File: src/rtl/rem_slot_scheduler.sv
`default_nettype none
// ============================================================================
//  Module   : rem_slot_scheduler
//  Purpose  : Slot-level controller for the resource element mapper and its
//             I/Q ping-pong banks. Latches and validates the per-slot
//             allocation, steps the PUSCH symbols, gates EN_RE once source
//             data is ready and a bank is free, and flags config / timeout
//             errors.
//  Revision : 1.0 - initial release
// ============================================================================
module rem_slot_scheduler #(
    parameter int N_SYM       = 14,
    parameter int FFT_SIZE    = 2048,
    parameter int TIMEOUT_CYC = 4096
) (
    input  logic        CLK_RE,
    input  logic        RST_RE,
    input  logic        Slot_Start,
    input  logic [10:0] N_sc_In,
    input  logic [6:0]  N_rb_In,
    input  logic [3:0]  Sym_Start_In,
    input  logic [3:0]  Sym_End_In,
    input  logic [13:0] Dmrs_Mask_In,
    input  logic        FFT_Done,
    input  logic        DMRS_Done,
    input  logic        Sym_Done,
    input  logic        Bank_Release,
    output logic        EN_RE,
    output logic [10:0] N_sc,
    output logic [6:0]  N_rb,
    output logic [3:0]  Sym_Start,
    output logic [3:0]  Sym_End,
    output logic [3:0]  Cur_Sym,
    output logic        Is_Dmrs_Sym,
    output logic        Bank_Sel,
    output logic        Busy,
    output logic        Slot_Done,
    output logic        Cfg_Err,
    output logic        Timeout_Err
);

    localparam int          c_tmr_w   = $clog2(TIMEOUT_CYC + 1);
    localparam logic [3:0]  c_sym_max = 4'(N_SYM - 1);
    localparam logic [12:0] c_fft_sz  = 13'(FFT_SIZE);
    localparam logic [c_tmr_w-1:0] c_tmr_last = c_tmr_w'(TIMEOUT_CYC - 1);

    typedef enum logic [2:0] {
        S_IDLE  = 3'd0,
        S_CHECK = 3'd1,
        S_WAIT  = 3'd2,
        S_RUN   = 3'd3,
        S_DONE  = 3'd4,
        S_ERR   = 3'd5
    } state_t;

    state_t             state_q, state_d;
    logic [10:0]        n_sc_q, n_sc_d;
    logic [6:0]         n_rb_q, n_rb_d;
    logic [3:0]         sym_start_q, sym_start_d;
    logic [3:0]         sym_end_q, sym_end_d;
    logic [13:0]        dmrs_mask_q, dmrs_mask_d;
    logic [3:0]         cur_sym_q, cur_sym_d;
    logic               is_dmrs_q, is_dmrs_d;
    logic               bank_sel_q, bank_sel_d;
    logic [1:0]         bank_cnt_q, bank_cnt_d;
    logic               fft_rdy_q, fft_rdy_d;
    logic               dmrs_rdy_q, dmrs_rdy_d;
    logic [c_tmr_w-1:0] timer_q, timer_d;
    logic               en_re_q, en_re_d;
    logic               busy_q, busy_d;
    logic               slot_done_q, slot_done_d;
    logic               cfg_err_q, cfg_err_d;
    logic               timeout_err_q, timeout_err_d;

    logic [12:0]        w_span;
    logic               w_cfg_bad;
    logic               w_src_go;
    logic               w_tmr_exp;
    logic               w_bank_inc;
    logic               w_bank_dec;
    logic [15:0]        w_mask_ext;

    // Allocation span is evaluated at 13 bits so the largest legal inputs cannot wrap.
    assign w_span    = {2'b00, n_sc_q} + (13'(n_rb_q) * 13'd12);
    assign w_cfg_bad = (n_rb_q == 7'd0) || (sym_start_q > sym_end_q) ||
                       (sym_end_q > c_sym_max) || (w_span > c_fft_sz);

    // Same-cycle Done pulses count as ready so no cycle is lost waiting for the flag.
    assign w_src_go  = (fft_rdy_q | FFT_Done) &
                       (~is_dmrs_q | dmrs_rdy_q | DMRS_Done) &
                       (bank_cnt_q < 2'd2);
    assign w_tmr_exp = (timer_q >= c_tmr_last);

    assign w_bank_inc = (state_q == S_RUN) && Sym_Done;
    assign w_bank_dec = Bank_Release && (bank_cnt_q != 2'd0);

    // Next-state, config latch, bank accounting and registered-output computation
    always_comb begin
        state_d       = state_q;
        n_sc_d        = n_sc_q;
        n_rb_d        = n_rb_q;
        sym_start_d   = sym_start_q;
        sym_end_d     = sym_end_q;
        dmrs_mask_d   = dmrs_mask_q;
        cur_sym_d     = cur_sym_q;
        bank_sel_d    = bank_sel_q;
        bank_cnt_d    = bank_cnt_q;
        cfg_err_d     = cfg_err_q;
        timeout_err_d = timeout_err_q;
        fft_rdy_d     = fft_rdy_q  | (FFT_Done  && (state_q != S_IDLE));
        dmrs_rdy_d    = dmrs_rdy_q | (DMRS_Done && (state_q != S_IDLE));

        if (w_bank_inc && !w_bank_dec && (bank_cnt_q < 2'd2)) begin
            bank_cnt_d = bank_cnt_q + 2'd1;
        end else if (w_bank_dec && !w_bank_inc) begin
            bank_cnt_d = bank_cnt_q - 2'd1;
        end

        case (state_q)
            S_IDLE, S_ERR: begin
                if (Slot_Start) begin
                    n_sc_d        = N_sc_In;
                    n_rb_d        = N_rb_In;
                    sym_start_d   = Sym_Start_In;
                    sym_end_d     = Sym_End_In;
                    dmrs_mask_d   = Dmrs_Mask_In;
                    cfg_err_d     = 1'b0;
                    timeout_err_d = 1'b0;
                    state_d       = S_CHECK;
                end
            end
            S_CHECK: begin
                if (w_cfg_bad) begin
                    cfg_err_d = 1'b1;
                    state_d   = S_ERR;
                end else begin
                    cur_sym_d = sym_start_q;
                    state_d   = S_WAIT;
                end
            end
            S_WAIT: begin
                if (w_src_go) begin
                    fft_rdy_d  = 1'b0;
                    dmrs_rdy_d = 1'b0;
                    state_d    = S_RUN;
                end else if (w_tmr_exp) begin
                    timeout_err_d = 1'b1;
                    state_d       = S_ERR;
                end
            end
            S_RUN: begin
                if (Sym_Done) begin
                    bank_sel_d = ~bank_sel_q;
                    if (cur_sym_q == sym_end_q) begin
                        state_d = S_DONE;
                    end else begin
                        cur_sym_d = cur_sym_q + 4'd1;
                        state_d   = S_WAIT;
                    end
                end else if (w_tmr_exp) begin
                    timeout_err_d = 1'b1;
                    state_d       = S_ERR;
                end
            end
            S_DONE: begin
                state_d = S_IDLE;
            end
            default: begin
                state_d = S_IDLE;
            end
        endcase

        // Timer restarts on every state change and only runs while waiting on sources or the mapper.
        if (state_d != state_q) begin
            timer_d = '0;
        end else if ((state_q == S_WAIT) || (state_q == S_RUN)) begin
            timer_d = timer_q + 1'b1;
        end else begin
            timer_d = '0;
        end

        w_mask_ext  = {2'b00, dmrs_mask_d};
        is_dmrs_d   = w_mask_ext[cur_sym_d];
        en_re_d     = (state_d == S_RUN);
        busy_d      = (state_d != S_IDLE) && (state_d != S_ERR);
        slot_done_d = (state_d == S_DONE);
    end

    // State and output registers; reset returns everything to idle at once
    always_ff @(posedge CLK_RE or posedge RST_RE) begin
        if (RST_RE) begin
            state_q       <= S_IDLE;
            n_sc_q        <= '0;
            n_rb_q        <= '0;
            sym_start_q   <= '0;
            sym_end_q     <= '0;
            dmrs_mask_q   <= '0;
            cur_sym_q     <= '0;
            is_dmrs_q     <= 1'b0;
            bank_sel_q    <= 1'b0;
            bank_cnt_q    <= '0;
            fft_rdy_q     <= 1'b0;
            dmrs_rdy_q    <= 1'b0;
            timer_q       <= '0;
            en_re_q       <= 1'b0;
            busy_q        <= 1'b0;
            slot_done_q   <= 1'b0;
            cfg_err_q     <= 1'b0;
            timeout_err_q <= 1'b0;
        end else begin
            state_q       <= state_d;
            n_sc_q        <= n_sc_d;
            n_rb_q        <= n_rb_d;
            sym_start_q   <= sym_start_d;
            sym_end_q     <= sym_end_d;
            dmrs_mask_q   <= dmrs_mask_d;
            cur_sym_q     <= cur_sym_d;
            is_dmrs_q     <= is_dmrs_d;
            bank_sel_q    <= bank_sel_d;
            bank_cnt_q    <= bank_cnt_d;
            fft_rdy_q     <= fft_rdy_d;
            dmrs_rdy_q    <= dmrs_rdy_d;
            timer_q       <= timer_d;
            en_re_q       <= en_re_d;
            busy_q        <= busy_d;
            slot_done_q   <= slot_done_d;
            cfg_err_q     <= cfg_err_d;
            timeout_err_q <= timeout_err_d;
        end
    end

    assign EN_RE       = en_re_q;
    assign N_sc        = n_sc_q;
    assign N_rb        = n_rb_q;
    assign Sym_Start   = sym_start_q;
    assign Sym_End     = sym_end_q;
    assign Cur_Sym     = cur_sym_q;
    assign Is_Dmrs_Sym = is_dmrs_q;
    assign Bank_Sel    = bank_sel_q;
    assign Busy        = busy_q;
    assign Slot_Done   = slot_done_q;
    assign Cfg_Err     = cfg_err_q;
    assign Timeout_Err = timeout_err_q;

endmodule
`default_nettype wire
File: config.mk
export PLATFORM = sky130hd
export DESIGN_NAME = rem_slot_scheduler
export DESIGN_NICKNAME = d
export VERILOG_FILES = /design/src/rtl/rem_slot_scheduler.sv
export SDC_FILE = /design/constraint.sdc
export NUM_CORES = 1
export LEC_CHECK = 0
export CAP_MARGIN = 10
export CORE_MARGIN = 2
export CORE_UTILIZATION = 45
export CTS_BUF_LIST = sky130_fd_sc_hd__clkbuf_4
export DETAILED_ROUTE_END_ITERATION = 16
export PLACE_DENSITY = 0.78
export SYNTH_ARGS = -nofsm -noshare
export SYNTH_HDL_FRONTEND = slang
export SYNTH_SLANG_ARGS = --single-unit
File: constraint.sdc
create_clock -name CLK_RE -period 4.6 [get_ports CLK_RE]
set_clock_uncertainty 0.1 [all_clocks]
set_input_delay 0.92 -clock CLK_RE [delete_from_list [all_inputs] [get_ports CLK_RE]]
set_output_delay 0.92 -clock CLK_RE [all_outputs]
set_load 0.01 [all_outputs]
### Yosys cells after proc, flatten, opt, wreduce, memory -nomap -nowiden

Index checks and enable logic that the tools add are counted.

* add/subtract/negate cells: 5
* multiply operators: 1
* order comparisons: 6
* eq/ne operators: 13
* mux-type cells: 30
* bitwise operators: 9
* reductions and logical operators: 27

Operators by type and width (number)
* $mux W14: 2
* $mux W13: 2
* $mux W3: 6
* $add A13 B1 Y13 const B: 1
* $ge A13 B12 Y1 const B: 1
* $add A11 B11 Y12: 1
* $gt A12 B12 Y1 const B: 1
* $mux W4: 3
* $pmux W3 S4: 1
* $mux W1: 10
* $eq A3 B2 Y1 const B: 3
* $mul A7 B2 Y9 const B: 1
* $reduce_bool A3 Y1: 3
* $logic_and A1 B1 Y1: 8
* $ne A2 B2 Y1 const B: 4
* $pmux W4 S2: 1
* $logic_not A7 Y1: 1
* $eq A3 B3 Y1 const B: 2
* $reduce_bool A2 Y1: 3
* $lt A4 B5 Y1 const B: 1
* $or A1 B1 Y1: 5
* $add A4 B1 Y4 const B: 1
* $bmux W1 S4: 1
* $eq A4 B4 Y1: 1
* other kinds (20): 28

* flip-flop bits (word level): 71
* input bits: 47
* output and inout port bits: 37
* logic and storage cells: 109

### Depth between registers and ports, before layout

* word-level depth: 9
* mapped depth: 21
* gate-level depth less buffers: 21

### Worst setup path before layout

No wires, ideal clock.

* path type: flip-flop to flip-flop
* start point: reg n_rb_q[1] (netlist: N_rb[1])
* end point: reg is_dmrs_q (netlist: Is_Dmrs_Sym)
* setup time: 136 ps
* arrival: 3882 ps
* required time: 4364 ps
* setup slack: 482 ps
* cell stages (with the launch flop): 21
* buffers on the path: 0
* period minus slack after synthesis: 4118 ps
* cells stage by stage: dfrtp_1 ha_1 fa_1 a21oi_1 nor2_1 nor2_1 inv_1 a21oi_1 nor2_1 nor2_1 xnor2_1 ha_1 o21a_1 o311ai_1 a211oi_2 and3_2 a22oi_4 nand3_4 mux2_4 a2111oi_0 nor4_1

* longest elaborated chain between the ends: 8
* elaborated cells on any way between the ends: 11
* those cells by class: 1 x add/sub; 1 x mul; 1 x order compare; 4 x mux; 4 x reduce/logical

RTL lines
* from (decl): RTL line 58 `logic [6:0] n_rb_q, n_rb_d;`
* from (signal assigned): RTL line 213 `n_rb_q <= n_rb_d;`
* $mul A7 B2 Y9 / $logic_not A7 Y1 (equally long branches): RTL line 84, 85
* $add A11 B11 Y12 / $logic_or A1 B1 Y1 (equally long branches): RTL line 84, 85
* $gt A12 B12 Y1 / $logic_or A1 B1 Y1 (equally long branches): RTL line 86, 85
* $logic_or A1 B1 Y1 (*): RTL line 86 `(sym_end_q > c_sym_max) || (w_span > c_fft_sz);`
* $mux W4 (*): RTL line 133 `if (w_cfg_bad) begin`
* $pmux W4 S2 (*): RTL line 119 `case (state_q)`
* net cur_sym_d[0]: RTL line 62 `logic [3:0] cur_sym_q, cur_sym_d;`
* $bmux W1 S4 (*): RTL line 183 `is_dmrs_d = w_mask_ext[cur_sym_d];`
* $mux W1 (implied by the code) (*): RTL line 183
* net is_dmrs_d: RTL line 63 `logic is_dmrs_q, is_dmrs_d;`
* to (signal assigned): RTL line 218 `is_dmrs_q <= is_dmrs_d;`
* to (decl): RTL line 63

Mark *: on every way through the listed nets, which the timed path passes. The rest lies on a longest branch. The select of a mux whose other input is x is not followed.
A chain may end at the register's enable or synchronous reset.

### Final worst setup path

* start point: reg n_rb_q[1] (netlist: N_rb[1])
* end point: reg timer_q[8]

* longest elaborated chain between the ends: 8
* elaborated cells on any way between the ends: 11
* those cells by class: 1 x add/sub; 1 x mul; 1 x order compare; 1 x eq/ne; 3 x mux; 4 x reduce/logical

RTL lines
* $mul A7 B2 Y9 / $logic_not A7 Y1 (equally long branches): RTL line 84, 85
* $add A11 B11 Y12 / $logic_or A1 B1 Y1 (equally long branches): RTL line 84, 85
* $gt A12 B12 Y1 / $logic_or A1 B1 Y1 (equally long branches): RTL line 86, 85
* $logic_or A1 B1 Y1 (*): RTL line 86
* $mux W3 (*): RTL line 133
* $pmux W3 S4 (*): RTL line 119
* net state_d[0]: RTL line 56 `state_t state_q, state_d;`
* $ne A3 B3 Y1 (*): RTL line 174 `if (state_d != state_q) begin`
* $mux W13 (*): RTL line 174
* net timer_d[8]: RTL line 68 `logic [c_tmr_w-1:0] timer_q, timer_d;`
* to (signal assigned): RTL line 223 `timer_q <= timer_d;`
* to (decl): RTL line 68

Mark *: on every way through the listed nets, which the timed path passes. The rest lies on a longest branch.

==> flow_summary.json <==
{
  "cp_max_fo": 6,
  "hold_violations": 0,
  "path_cells": "ha_4 > fa_2 > a21oi_2 > nor2_1 > nor2_1 > inv_1 > a21oi_2 > nor2_1 > nor2_1 > xnor2_1 > ha_1 > o21a_1 > o311ai_1 > a211oi_2 > nand4_1 > buf_4 > a311oi_4 > buf_4 > o21ai_2 > mux2i_2 > or2_4 > nor2_4",
  "cap_violations": 0,
  "yosysTopAreaCell": "dfrtp_1",
  "synth_nets": 495,
  "die_w_um": 101,
  "path_delay_family": "compound AO/OA/AOI/OAI gates",
  "holdPathStages": 1,
  "cp_slowest_cell": "dfrtp_2",
  "final_nets": 590,
  "grt_pass1_vias": 3560,
  "drt_pass1_iterations": 4,
  "layout-drive-gt1-share": 0.200,
  "die-area_um2": 10200,
  "initial_core_util": 0.460,
  "drt-wirelength-per-cell_um": 16.3,
  "synthArstFlopShare": 1.00,
  "synthDistinctLibCells": 73,
  "portBuffers": 83,
  "drt-total-wl_um": 10300,
  "grt_pass1_wl_um": 16600,
  "min_delay_worst_endpoint": "Bank_Sel",
  "finalNonFillerCells": 632,
  "timing.reg2reg.setup_slack_ns": 0.06,
  "synthTopCellsByArea": "dfrtp_1, mux2_2, ha_1",
  "synth_top_cell_area_share": 0.420,
  "pin_count": 84,
  "cts_buffers": 9,
  "rr_worst_depth": 22,
  "setup_tns_ns": 0,
  "cts_root_buf": "clkbuf_4",
  "dp.cells": 605,
  "cp-end-kind": "flip-flop",
  "required_ns": 4.89,
  "syn_inst": 421,
  "worstMarginPinSlew_ns": 0.924,
  "drt_iter0_markers": 172,
  "clock_latency_ns": 0.44,
  "ys_seq_area_frac": 0.420,
  "antenna_found_initial": 0,
  "worstPathArrival_ns": 4.83,
  "max_freq_mhz": 220,
  "clk_path_buf_depth": 2,
  "ys_ff_latch": 71,
  "hpwl_um": 7400,
  "final.min_clock_period_ns": 4.54,
  "avgSynthCellArea_um2": 10.0,
  "setup_ws_ns": 0.0634,
  "synth_area_um2": 4230,
  "setup_viol": 0,
  "syn2layout_area_growth_pct": 31.4,
  "core_um2": 9200,
  "drv_slew": 0,
  "cts.clk_slew.worst_paths_ns": 0.13,
  "via_per_inst": 5.63,
  "outcome": "complete, no violations",
  "clock_sinks": 71,
  "slowest_delay_ns": 0.47,
  "min-delay-start": "Bank_Sel",
  "gp_congestion": 0.909,
  "synth-main-ff-cell": "dfrtp_1",
  "overflow": 0,
  "synth_edf_count": 0,
  "dieHeight_um": 101,
  "grt_max_degree": 47,
  "drcViolationCount": 0,
  "reg2reg_from": "N_rb[1]",
  "vias": 3558,
  "reg2reg_to": "timer_q[8]",
  "cts-htree-levels": 3,
  "grt_usage": 0.206,
  "pre_cts_slack_ns": 0.0994,
  "critPathKind": "reg2reg",
  "ant_nets": 0,
  "period_share": 0.986,
  "relSlewSlack": 0.383,
  "hold_path.class": "reg2reg",
  "ys_top_cells_by_count": "dfrtp_1, nor2_1, mux2_2, nand2_1",
  "finalCoreUtilization": 0.605,
  "cp-start-kind": "flip-flop",
  "cp_num_buf_inv": 3,
  "synth_most_common_cell": "dfrtp_1",
  "cts_tree": "yes",
  "yosysWarnings": 0,
  "rows": 35,
  "diodes": 0,
  "path_common_cell": "nor2_1"
}
-- metrics by stage --
| step | instance area, µm² | hold WS, ns |
|---|---|---|
| floorplan | 4230 | 0.350 |
| global placement | 5170 | 0.363 |
| detailed placement | 5170 | 0.366 |
| CTS | 5320 | 0.388 |
| global route | 5560 | 0.426 |
| finish | 5560 | 0.386 |
-- what timing repair did --
action                     4_1_cts  5_1_grt
setup endpoints to repair        0       13
resized for setup                0       37
buffers inserted                 0       10
hold buffers                     0        0
-- worst max path at each step --
| stage | start | to | slack (ns) | cells past startpoint |
|---|---|---|---|---|
| floorplan | N_rb[1] | Is_Dmrs_Sym | 0.48 | 20 |
| global placement | N_rb[1] | Is_Dmrs_Sym | 0.35 | 16 |
| detailed placement | N_rb[1] | Is_Dmrs_Sym | 0.1 | 16 |
| CTS | N_rb[1] | Is_Dmrs_Sym | 0.05 | 16 |
| global route | N_rb[1] | timer_q[8] | -0.14 | 22 |
| finish | N_rb[1] | timer_q[8] | 0.06 | 22 |
-- layer usage --
layer / up-vias / GRT usage / share of wire
met5: - / 0 / 0
met3: 23 / 0.0437 / 0.045
met4: 0 / 0.0790 / 0.025
met1: 1728 / 0.241 / 0.41
met2: 95 / 0.370 / 0.52
li1: 1712 / - / -
-- final cells by class --
type | instances | area, µm²
clock inverter | 7 | 77.6
tap | 111 | 139
sequential | 71 | 1780
inverter | 26 | 97.6
clock buffer | 9 | 67.6
fill | 782 | 3640
timing repair buffer | 95 | 925
multi-input combinational | 313 | 2480
-- layout by cell type (no fill, tap or decap), types with 5 or more instances in the layout --
master and n:
clkdlybuf4s50_1 83, dfrtp_1 70, nor2_1 32, nand2_1 30, mux2_2 30, o21ai_0 25, inv_1 23, ha_1 23
a21oi_1 14, xnor2_1 12, buf_4 11, nand3_1 10, xor2_1 10, clkbuf_4 9, and3_1 6, nand4_1 6
a31oi_1 6, o211ai_1 5, nor4_1 5, nor3_1 5
-- state kept, by name (all words and copies together), names as in the netlist --
signal and cells:
bank_cnt_q 2, dmrs_rdy_q 1, timer_q 13, Sym_Start 4, Timeout_Err 1, Slot_Done 1
N_sc 11, N_rb 7, state_q 3, Busy 1, Sym_End 4, dmrs_mask_q 14
Bank_Sel 1, fft_rdy_q 1, Cfg_Err 1, EN_RE 1, Cur_Sym 4, Is_Dmrs_Sym 1
-- kinds of logic (layout without fill, tap and decap cells) --
family                     after synthesis  count (layout)  share of synthesized area
AOI/OAI and AO/OA                       99              99                      0.169
muxes                                   34              34                     0.0905
DFF                                     71              71                      0.420
and+or+nand+nor                        129             130                      0.156
buffers and inverters                   38             137                     0.0349
other                                    1               1                   0.000886
adders and majority gates               27              27                     0.0834
xor gates and xnor gates                22              22                     0.0455
Power is left out: the tool's default activity adds up to more than one toggle a clock period on the data nets, which glitch-free logic cannot reach.
